## src/rtl/bp_pkg.sv

```systemverilog
// bp_pkg: shared types for the skid-buffered ready/valid pipeline
package bp_pkg;
    typedef enum logic [1:0] {SKID_EMPTY, SKID_BUSY, SKID_FULL} skid_state_e;
endpackage

```

## src/rtl/bp_skid_stage.sv

```systemverilog
// bp_skid_stage: one 2-entry skid buffer registering data, valid and ready
// Ports: clk_i, rst_ni (sync, active-low); upstream data_i/valid_i/ready_o;
// downstream data_o/valid_o/ready_i. All outputs decode stage registers only.
module bp_skid_stage
    import bp_pkg::*;
#(
    parameter int DATAW = 8
) (
    input  logic             clk_i,
    input  logic             rst_ni,
    input  logic [DATAW-1:0] data_i,
    input  logic             valid_i,
    output logic             ready_o,
    output logic [DATAW-1:0] data_o,
    output logic             valid_o,
    input  logic             ready_i
);
    skid_state_e      state, state_nx;
    logic [DATAW-1:0] m, m_nx, s, s_nx;
    logic             xfer_in, xfer_out;

    assign valid_o  = state != SKID_EMPTY;
    assign ready_o  = state != SKID_FULL;
    assign data_o   = m;
    assign xfer_in  = valid_i && ready_o;
    assign xfer_out = valid_o && ready_i;

    always_comb begin
        state_nx = state;
        m_nx     = m;
        s_nx     = s;
        case (state)
            SKID_EMPTY: begin
                state_nx = xfer_in ? SKID_BUSY : SKID_EMPTY;
                m_nx     = xfer_in ? data_i : m;
            end
            SKID_BUSY: begin
                state_nx = (xfer_in && !xfer_out) ? SKID_FULL :
                           (!xfer_in && xfer_out) ? SKID_EMPTY : SKID_BUSY;
                m_nx     = (xfer_in && xfer_out) ? data_i : m;
                s_nx     = (xfer_in && !xfer_out) ? data_i : s;
            end
            SKID_FULL: begin
                // ready_o is low here, so only the skid word can move up
                state_nx = xfer_out ? SKID_BUSY : SKID_FULL;
                m_nx     = xfer_out ? s : m;
            end
            default: state_nx = SKID_EMPTY;
        endcase
    end

    always_ff @(posedge clk_i) begin
        if (!rst_ni) begin
            state <= SKID_EMPTY;
            m     <= '0;
            s     <= '0;
        end else begin
            state <= state_nx;
            m     <= m_nx;
            s     <= s_nx;
        end
    end
endmodule

```

## src/rtl/bp_skid_pipe.sv

```systemverilog
// bp_skid_pipe: chain of PIPES skid stages cutting both handshake directions
// Ports: clk_i, rst_ni (sync, active-low); upstream data_i/valid_i/ready_o;
// downstream data_o/valid_o/ready_i. PIPES==0 is a combinational pass-through.
module bp_skid_pipe #(
    parameter int DATAW = 8,
    parameter int PIPES = 1
) (
    input  logic             clk_i,
    input  logic             rst_ni,
    input  logic [DATAW-1:0] data_i,
    input  logic             valid_i,
    output logic             ready_o,
    output logic [DATAW-1:0] data_o,
    output logic             valid_o,
    input  logic             ready_i
);
    if (PIPES == 0) begin : g_pass
        logic unused;
        assign unused  = clk_i ^ rst_ni;
        assign data_o  = data_i;
        assign valid_o = valid_i;
        assign ready_o = ready_i;
    end else begin : g_pipe
        // index k is the link feeding stage k; index PIPES is the pipe output
        logic [DATAW-1:0] data  [PIPES+1];
        logic             valid [PIPES+1];
        logic             ready [PIPES+1];

        assign data[0]      = data_i;
        assign valid[0]     = valid_i;
        assign ready_o      = ready[0];
        assign data_o       = data[PIPES];
        assign valid_o      = valid[PIPES];
        assign ready[PIPES] = ready_i;

        for (genvar i = 0; i < PIPES; i++) begin : g_stage
            bp_skid_stage #(.DATAW(DATAW)) stage (
                .clk_i   (clk_i),
                .rst_ni  (rst_ni),
                .data_i  (data[i]),
                .valid_i (valid[i]),
                .ready_o (ready[i]),
                .data_o  (data[i+1]),
                .valid_o (valid[i+1]),
                .ready_i (ready[i+1])
            );
        end
    end
endmodule

```

## config.mk

```make
export PLATFORM = sky130hd
export DESIGN_NAME = bp_skid_pipe
export DESIGN_NICKNAME = d
export VERILOG_FILES = /design/src/rtl/bp_pkg.sv /design/src/rtl/bp_skid_stage.sv /design/src/rtl/bp_skid_pipe.sv
export SDC_FILE = /design/constraint.sdc
export NUM_CORES = 1
export LEC_CHECK = 0
export CORE_MARGIN = 3
export CORE_UTILIZATION = 49
export DETAILED_ROUTE_END_ITERATION = 10
export HOLD_SLACK_MARGIN = 0.15
export PLACE_DENSITY_LB_ADDON = 0.12
export SETUP_SLACK_MARGIN = 0.15
export SLEW_MARGIN = 30
export SYNTH_ARGS = -nofsm -noshare
export SYNTH_HDL_FRONTEND = slang
export SYNTH_HIERARCHICAL = 1
export SYNTH_SLANG_ARGS = --single-unit
```

## constraint.sdc

```tcl
create_clock -name clk_i -period 3.7 [get_ports clk_i]
set_input_delay 0.555 -clock clk_i [delete_from_list [all_inputs] [get_ports clk_i]]
set_output_delay 0.555 -clock clk_i [all_outputs]
set_load 0.02 [all_outputs]
```

==> impl_metrics.tcl <==
set metrics [dict create \
    outcome "completed" \
    grt_pass1_vias 559 \
    grt.total_usage_pct 15.6 \
    irDropWorstVdd_mv 0.288 \
    clk_pin_slew_ps 90 \
    setup_tns_ps 0 \
    synth.top_cell.area_share_pct 44.2 \
    gr-max-usage-layer "met2" \
    relSlewSlack_pct 65.7 \
    ys_async_sr_fraction_pct 0 \
    synth_area_leaders "dfxtp_1, mux2i_1, a211oi_1" \
    rsz0062_at_grt "false" \
    syn_area_per_cell_um2 10.6 \
    hold_depth 2 \
    combPwrFrac_pct 23.2 \
    use_met3_pct 4.60 \
    start_util_pct 52.9 \
    swShare_pct 26.2 \
    multiInputGateArea_um2 420 \
    post_cts_buffers 0 \
    wl_per_cell_um 13.9 \
    register_area_um2 360 \
    grtUsageMet2_pct 25.5 \
    crit_fanout 10 \
    criticalPathCategory "reg -> out" \
    vias 654 \
    place_congestion 0.770 \
    yosysMostFrequentCell "dfxtp_1" \
    layout-drive-gt1-share_pct 8.25 \
    synthTopCellsByCount "dfxtp_1, a211oi_1, mux2i_1" \
    netlist-cell-type-count 20 \
    p_seq_share_pct 54.1 \
    cpPeakStageDelay_ps 700 \
    die_w_um 46.8 \
    cts_resized 0 \
    cts_sinks 18 \
    grt_max_degree 19 \
    ys_dominant_reg_cell "dfxtp_1" \
    cp_cell_sequence "or2b_1 -> clkdlybuf4s50_1" \
    synth-warning-count 6 \
    io_pins 22 \
    synth_area_um2 816 \
    drc 0 \
    power_density_nw_per_um2 379 \
    r2r_cells 3 \
    r2r_slack_ps 2290 \
    r2r_start "g_pipe.g_stage[0].stage/state[1]$_SDFF_PN0_" \
    setup_viol 0 \
    fin_ws_ps 1290 \
    postCtsHoldBufs 0 \
    worst-path-buf-inv 1 \
    r2r-end "g_pipe.g_stage[0].stage/data_o[6]$_SDFFE_PN0P_" \
    ant_nets 0 \
    clkPwrFrac_pct 22.8 \
    fmax_mhz 415 \
    yosys.area.top_type "dfxtp_1" \
    synth_cells 77 \
    drt_iter0_markers 12 \
    port_buffers 21 \
    p_switching_mw 0.103 \
    end_kind "primary output" \
    start_kind "flip-flop" \
    nFillCells 134 \
    ys_ff_latch 18 \
    clock_latency_ps 280 \
    cts-root-buf "clkbuf_4" \
    overflow 0 \
    cts_buffer_depth 2 \
    htree_levels 1 \
    first_pass_iters 4 \
    num_rows 14 \
    syn_nets 89 \
    hp-class "reg -> reg" \
    antennaDiodeCount 0 \
    cp-startpoint "g_pipe.g_stage[0].stage/state[1]$_SDFF_PN0_" \
    slew_viol_final 0 \
    worst-endpoint-required_ps 3140 \
    report.final.hold_viol_count 0 \
    crit_arrival_ps 1850 \
    finClkSkew_ps 6.34 \
    min_to "g_pipe.g_stage[0].stage/s[4]$_SDFFE_PN0P_" \
    crit_family "buffers and inverters" \
    dp_hpwl_um 1140 \
    die_y_um 46.8 \
    grt_pass1_wl_um 2390 \
    via_per_inst 5.79 \
    cts_tree "yes" \
    core_area_um2 1540 \
    min_from "g_pipe.g_stage[0].stage/s[4]$_SDFFE_PN0P_" \
    syn_to_final_growth_pct 27.6 \
    leakage_nw 0.417 \
    fin_crit_ps 2410 \
    fin_crit_sh_pct 65.1 \
    die_area_um2 2190 \
    use_met1_pct 19.7 \
    ys_seq_area_share_pct 44.2 \
    antenna_found_initial 0 \
    worstMarginPinSlew_ps 514 \
    cap_violations 0 \
    pre_cts_slack_ps 1600 \
    slowest_stage "clkdlybuf4s50_1" \
    drt-total-wl_um 1570 \
    nets 111 \
    cts_inserted_buffers 3 \
    p_int_mw 0.291 \
    synth_edf_count 0 \
]
[worst max-delay path by stage]
stage                                                            to  cells after the start
after global placement                                      ready_o                      2
after floorplan           g_pipe.g_stage[0].stage/s[0]$_SDFFE_PN0P_                      4
after global routing                                        ready_o                      2
after CTS                                                   ready_o                      2
after detailed placement                                    ready_o                      2
final                                                       ready_o                      2
[stage by stage]
stage          power, mW  hold WS (ps)  cell area [um2]  std cells  util (%)
2_1_floorplan      0.269           460              816         77         -
3_3_place_gp       0.307           472             1020        110      66.1
3_5_place_dp       0.309           481             1020        110      66.1
4_1_cts            0.399           506             1040        113      67.5
5_1_grt            0.415           534             1040        113      67.5
6_report           0.394           498             1040        113      67.5
[placed cells by master (no fill, tap or decap)]
master / instances
or3b_1: 1
clkbuf_4: 3
a21o_4: 1
nand3b_1: 1
nor2_1: 8
a211oi_1: 17
and3b_1: 1
or2_2: 1
and4bb_2: 1
mux2i_1: 16
a21oi_1: 1
mux2_4: 1
clkdlybuf4s50_1: 21
dfxtp_1: 18
a21o_2: 1
nand2_1: 2
clkinv_1: 2
or2b_1: 1
[registers in the layout, summed over array words and instances (netlist names)]
name and count:
g_pipe.g_stage.stage/s 8, g_pipe.g_stage.stage/data_o 8, g_pipe.g_stage.stage/state 2
[layer usage]
metal | vias up | part of all wire [%]
li1 | 328 | -
met4 | 0 | 1.5
met2 | 20 | 50
met3 | 4 | 4.5
met1 | 302 | 44
met5 | - | 0
[area by class of cell]
class,count,share of cell area (%)
flip-flops and latches,18,34.6
well taps,16,1.92
clock buffers,3,2.16
repair buffers,21,20.2
multi-input cells,53,40.4
inverters,2,0.721
[power groups by stage]
stage	logic [mW]	registers [mW]	clock network, mW
after floorplan	0.0418	0.228	0
after global placement	0.0901	0.217	0
after detailed placement	0.0915	0.218	0
after CTS	0.0920	0.213	0.0933
after global routing	0.0980	0.215	0.102
final	0.0912	0.213	0.0897
[worst reg2reg max path, stage by stage, from the launching register on]
cell and delay [ps]:
dfxtp_1 430, or2b_1 450, mux2i_1 200, a211oi_1 240
[kinds of logic after synthesis]
family          share of synthesized area (%)
compound gates                           19.2
flops                                    44.2
mux                                      21.5
buf+inv                                  4.29
simple gates                             10.9
No activity file was read; power rests on OpenSTA's default activity.
==> edit 1 (same flow settings) <==
`DATAW` is set to 8 in 2 places; all go to 16.
--- a/src/rtl/bp_skid_stage.sv
+++ b/src/rtl/bp_skid_stage.sv
@@ -6,3 +6,3 @@
 #(
-    parameter int DATAW = 8
+    parameter int DATAW = 16
 ) (
--- a/src/rtl/bp_skid_pipe.sv
+++ b/src/rtl/bp_skid_pipe.sv
@@ -4,3 +4,3 @@
 module bp_skid_pipe #(
-    parameter int DATAW = 8,
+    parameter int DATAW = 16,
     parameter int PIPES = 1
Ports: changed (resized data_i and data_o); port bits go from 22 to 38. The function was not compared with the original's and may differ.
==> edit 1 against the unedited design <==
Critical path type unchanged; synthesized area grew 89%; maximum frequency increased by 14%; routed wire length up 120%; clock power is 100% higher; setup slack improved by 0.29 ns; power is 93% higher; synthesized cell count grew 110%; sequential power up 90%; register-to-register slack worse by 0.15 ns; sequential cell count increased by 16; design area grew 87%; die area rose by 76%; critical path depth stayed put.
==> edit 1: results <==
setup_path:
  r2r-end: "g_pipe.g_stage[0].stage/data_o[10]"
  rrSetupSlack_ns: 2.14
  crit_fanout: 7
  crit_start: "g_pipe.g_stage[0].stage/state[0]"
  ff2ff_path_depth: 3
  cp.arrival_ns: 1.56
power:
  p_sw_uw: 219.4
  peakVddDrop_mv: 0.2842
  p_leak_uw: 0.0007601
placement:
  io_buffer_count: 37
  dp.cells: 227
  routabilityCongestion: 0.7408
  hpwl_um: 2318
routing:
  first_iter_violations: 33
  viasPerCell: 5.496
  post_drt_wl_per_cell_um: 14.79
  firstDrtPassIters: 4
  wl_um: 3460
global_route:
  grt_start_max_net_pins: 35
  track_usage: 0.1824
  grt_pass1_wl_um: 5678
  grt_pass1_vias: 1260
timing:
  final_max_slew_viol_count: 0
  relSlewSlack: 0.5014
  finClkSkew_ns: 0.004744
  whs_ns: 0.4587
logic_synthesis:
  syn-num-nets: 180
  yosys_warnings: 6
  yosysUniqueCellTypes: 22
  ys_seq_area_frac: 0.4412
  yosys-top-cells-area: "dfxtp_1, a211oi_1, mux2i_1, nand2_1, a211oi_2"
  avgSynthCellArea_um2: 9.642
  yosys-top-cells-count: "dfxtp_1, nand2_1, a211oi_1"
clock_tree:
  cts_buffers: 5
  clock_latency_ns: 0.32
  htreeDepth: 2
final_layout:
  drive_above_1_share: 0.1146
  final_nets: 212
run_status:
  outcome: "finished clean"
[edit 1: cell families after synthesis]
group | count (synthesis) | synth area share
flip-flops | 34 | 0.4412
AND/OR/NAND/NOR | 41 | 0.1225
multiplexers | 17 | 0.1135
AO/OA/AOI/OAI | 52 | 0.2628
buffers and inverters | 16 | 0.06001
[edit 1: through the flow]
| step | total power, µW | instance area [µm²] | setup slack (ns) |
|---|---|---|---|
| floorplan | 514.3 | 1543 | 2.198 |
| global placement | 580.6 | 1896 | 1.487 |
| detailed placement | 585.8 | 1896 | 1.425 |
| CTS | 769.1 | 1943 | 1.585 |
| global route | 799.8 | 1943 | 1.514 |
| finish | 761.3 | 1943 | 1.582 |
[edit 1: how the worst min path moves through the flow]
stage	start	endpoint
after floorplan	g_pipe.g_stage[0].stage/s[0]	g_pipe.g_stage[0].stage/s[0]
final	g_pipe.g_stage[0].stage/s[13]	g_pipe.g_stage[0].stage/s[13]
after global routing	g_pipe.g_stage[0].stage/s[11]	g_pipe.g_stage[0].stage/s[11]
after global placement	g_pipe.g_stage[0].stage/s[7]	g_pipe.g_stage[0].stage/s[7]
after detailed placement	g_pipe.g_stage[0].stage/s[1]	g_pipe.g_stage[0].stage/s[1]
after CTS	g_pipe.g_stage[0].stage/s[1]	g_pipe.g_stage[0].stage/s[1]
[edit 1: power groups by stage]
stage	Sequential (µW)	Clock, µW	Combinational [µW]
global placement	412	0	169
floorplan	431	0	83.5
global route	407	206	186
detailed placement	413	0	173
finish	404	183	174
CTS	404	190	174
[edit 1: metal layers]
metal  routed length, µm  vias up  track usage
li1                    -      644            -
met1                1664      607       0.2290
met2                1624       33       0.3024
met3                 148        2      0.05225
met4                  23        0      0.05801
met5                   0        -            0
[edit 1: cell type report]
class | count | area [µm²]
Clock buffer | 5 | 37.54
Clock inverter | 2 | 10.01
Fill cell | 254 | 933.4
Inverter | 2 | 7.507
Multi-Input combinational cell | 110 | 769.5
Sequential cell | 34 | 680.7
Tap cell | 42 | 52.55
Timing Repair Buffer | 39 | 385.4
[edit 1: critical path: stages (launching register included)]
cell             delay (ns)
dfxtp_1                0.43
nand2b_1               0.20
clkdlybuf4s50_1        0.62
==> edit 2 (same settings) <==
Without the edit above. Re-encode `skid_state_e` (3 states) as one-hot, 3 bits wide.
--- a/src/rtl/bp_pkg.sv
+++ b/src/rtl/bp_pkg.sv
@@ -2,3 +2,3 @@
 package bp_pkg;
-    typedef enum logic [1:0] {SKID_EMPTY, SKID_BUSY, SKID_FULL} skid_state_e;
+    typedef enum logic [2:0] {SKID_EMPTY = 3'b001, SKID_BUSY = 3'b010, SKID_FULL = 3'b100} skid_state_e;
 endpackage
Check against the original RTL: no difference found for any inputs over 10 cycles, from zero or initial values and one cycle with rst_ni low; not proved beyond that.
==> edit 2 against the unedited design <==
Routed wire length grew 12%; sequential cell count is 1 higher; critical path depth stayed put; power increased by 3.2%; synthesized area up 14%; first-iteration DRC count is 58% lower; setup slack better by 0.074 ns; largest power group unchanged; design area increased by 12%.
==> edit 2: results <==
logic_synthesis:
  syn-num-nets: 102
  yosys-top-cells-area: "dfxtp_1, mux2i_1, o211a_1, nor2b_1, nand2_1"
  synthCells: 90
  yosysUniqueCellTypes: 24
  ys_seq_area_frac: 0.4092
power:
  pg_comb_uw: 79.5
  peakVddDrop_mv: 0.2461
  p_leak_uw: 0.0005295
setup_path:
  crit_start: "g_pipe.g_stage[0].stage/state[0]"
  crit_end: "valid_o"
  rrSetupSlack_ns: 2.08
  ff2ff_path_depth: 4
  crit_fanout: 9
  max_stage_delay_ns: 0.54
  cp.arrival_ns: 1.78
clock_tree:
  clkTransAtPathRegs_ns: 0.11
min_path:
  hold_start: "g_pipe.g_stage[0].stage/data_o[7]"
  holdPathStages: 1
  hold_end: "g_pipe.g_stage[0].stage/data_o[7]"
routing:
  viasPerCell: 5.244
  wl_um: 1753
  first_iter_violations: 5
global_route:
  grt_pass1_wl_um: 3042
  track_usage: 0.1637
  grt_start_max_net_pins: 20
final_layout:
  drive_above_1_share: 0.1000
  instances_no_fill: 135
  final_nets: 123
placement:
  routabilityCongestion: 0.6940
  hpwl_um: 1273
  dp.cells: 131
run_status:
  outcome: "finished clean"
timing:
  tightest_slew_ns: 0.5913
[edit 2: changes by cell type in the layout (fill, tap and decap cells not counted), sizes merged, moves of 2 or more]
cell and delta:
a211oi -17, a21o -2, and2b +3, inv +2, nand2 +8, nand4bb +3
nor2 -6, nor2b +8, o211a +8, o21ai +3
[edit 2: per-layer routing]
| metal | up-vias | global-route usage | share of wire |
|---|---|---|---|
| met5 | - | 0 | 0 |
| met4 | 0 | 0.06912 | 0.0074 |
| met3 | 2 | 0.03927 | 0.031 |
| met2 | 13 | 0.2863 | 0.54 |
| met1 | 336 | 0.1880 | 0.42 |
| li1 | 357 | - | - |
[edit 2: metrics by stage]
stage | power [µW] | cell area, µm² | util | hold WS [ns] | worst slack (ns)
after global routing | 431.0 | 1164 | 0.6596 | 0.5429 | 1.261
after detailed placement | 308.3 | 1136 | 0.6440 | 0.4896 | 1.549
after CTS | 413.5 | 1164 | 0.6596 | 0.5181 | 1.345
after global placement | 306.7 | 1136 | 0.6440 | 0.4838 | 1.579
after floorplan | 272.1 | 929.6 | - | 0.4854 | 2.185
final | 406.5 | 1164 | 0.6596 | 0.5138 | 1.366
[edit 2: layout make-up]
type	count	area [µm²]
tap	25	31.28
inverter	2	7.507
multi-input combinational	63	499.2
clock buffer	3	22.52
timing repair buffer	22	217.7
clock inverter	1	5.005
sequential	19	380.4
fill	157	600.6
[edit 2: cells by family (layout without fill, tap and decap cells)]
group	count (synthesis)	count (layout)	synth area share
and+or+nand+nor	31	31	0.2140
xor gates and xnor gates	1	1	0.009423
DFF	19	19	0.4091
muxes	17	17	0.1830
AOI/OAI and AO/OA	14	14	0.1305
buffers and inverters	8	28	0.05384
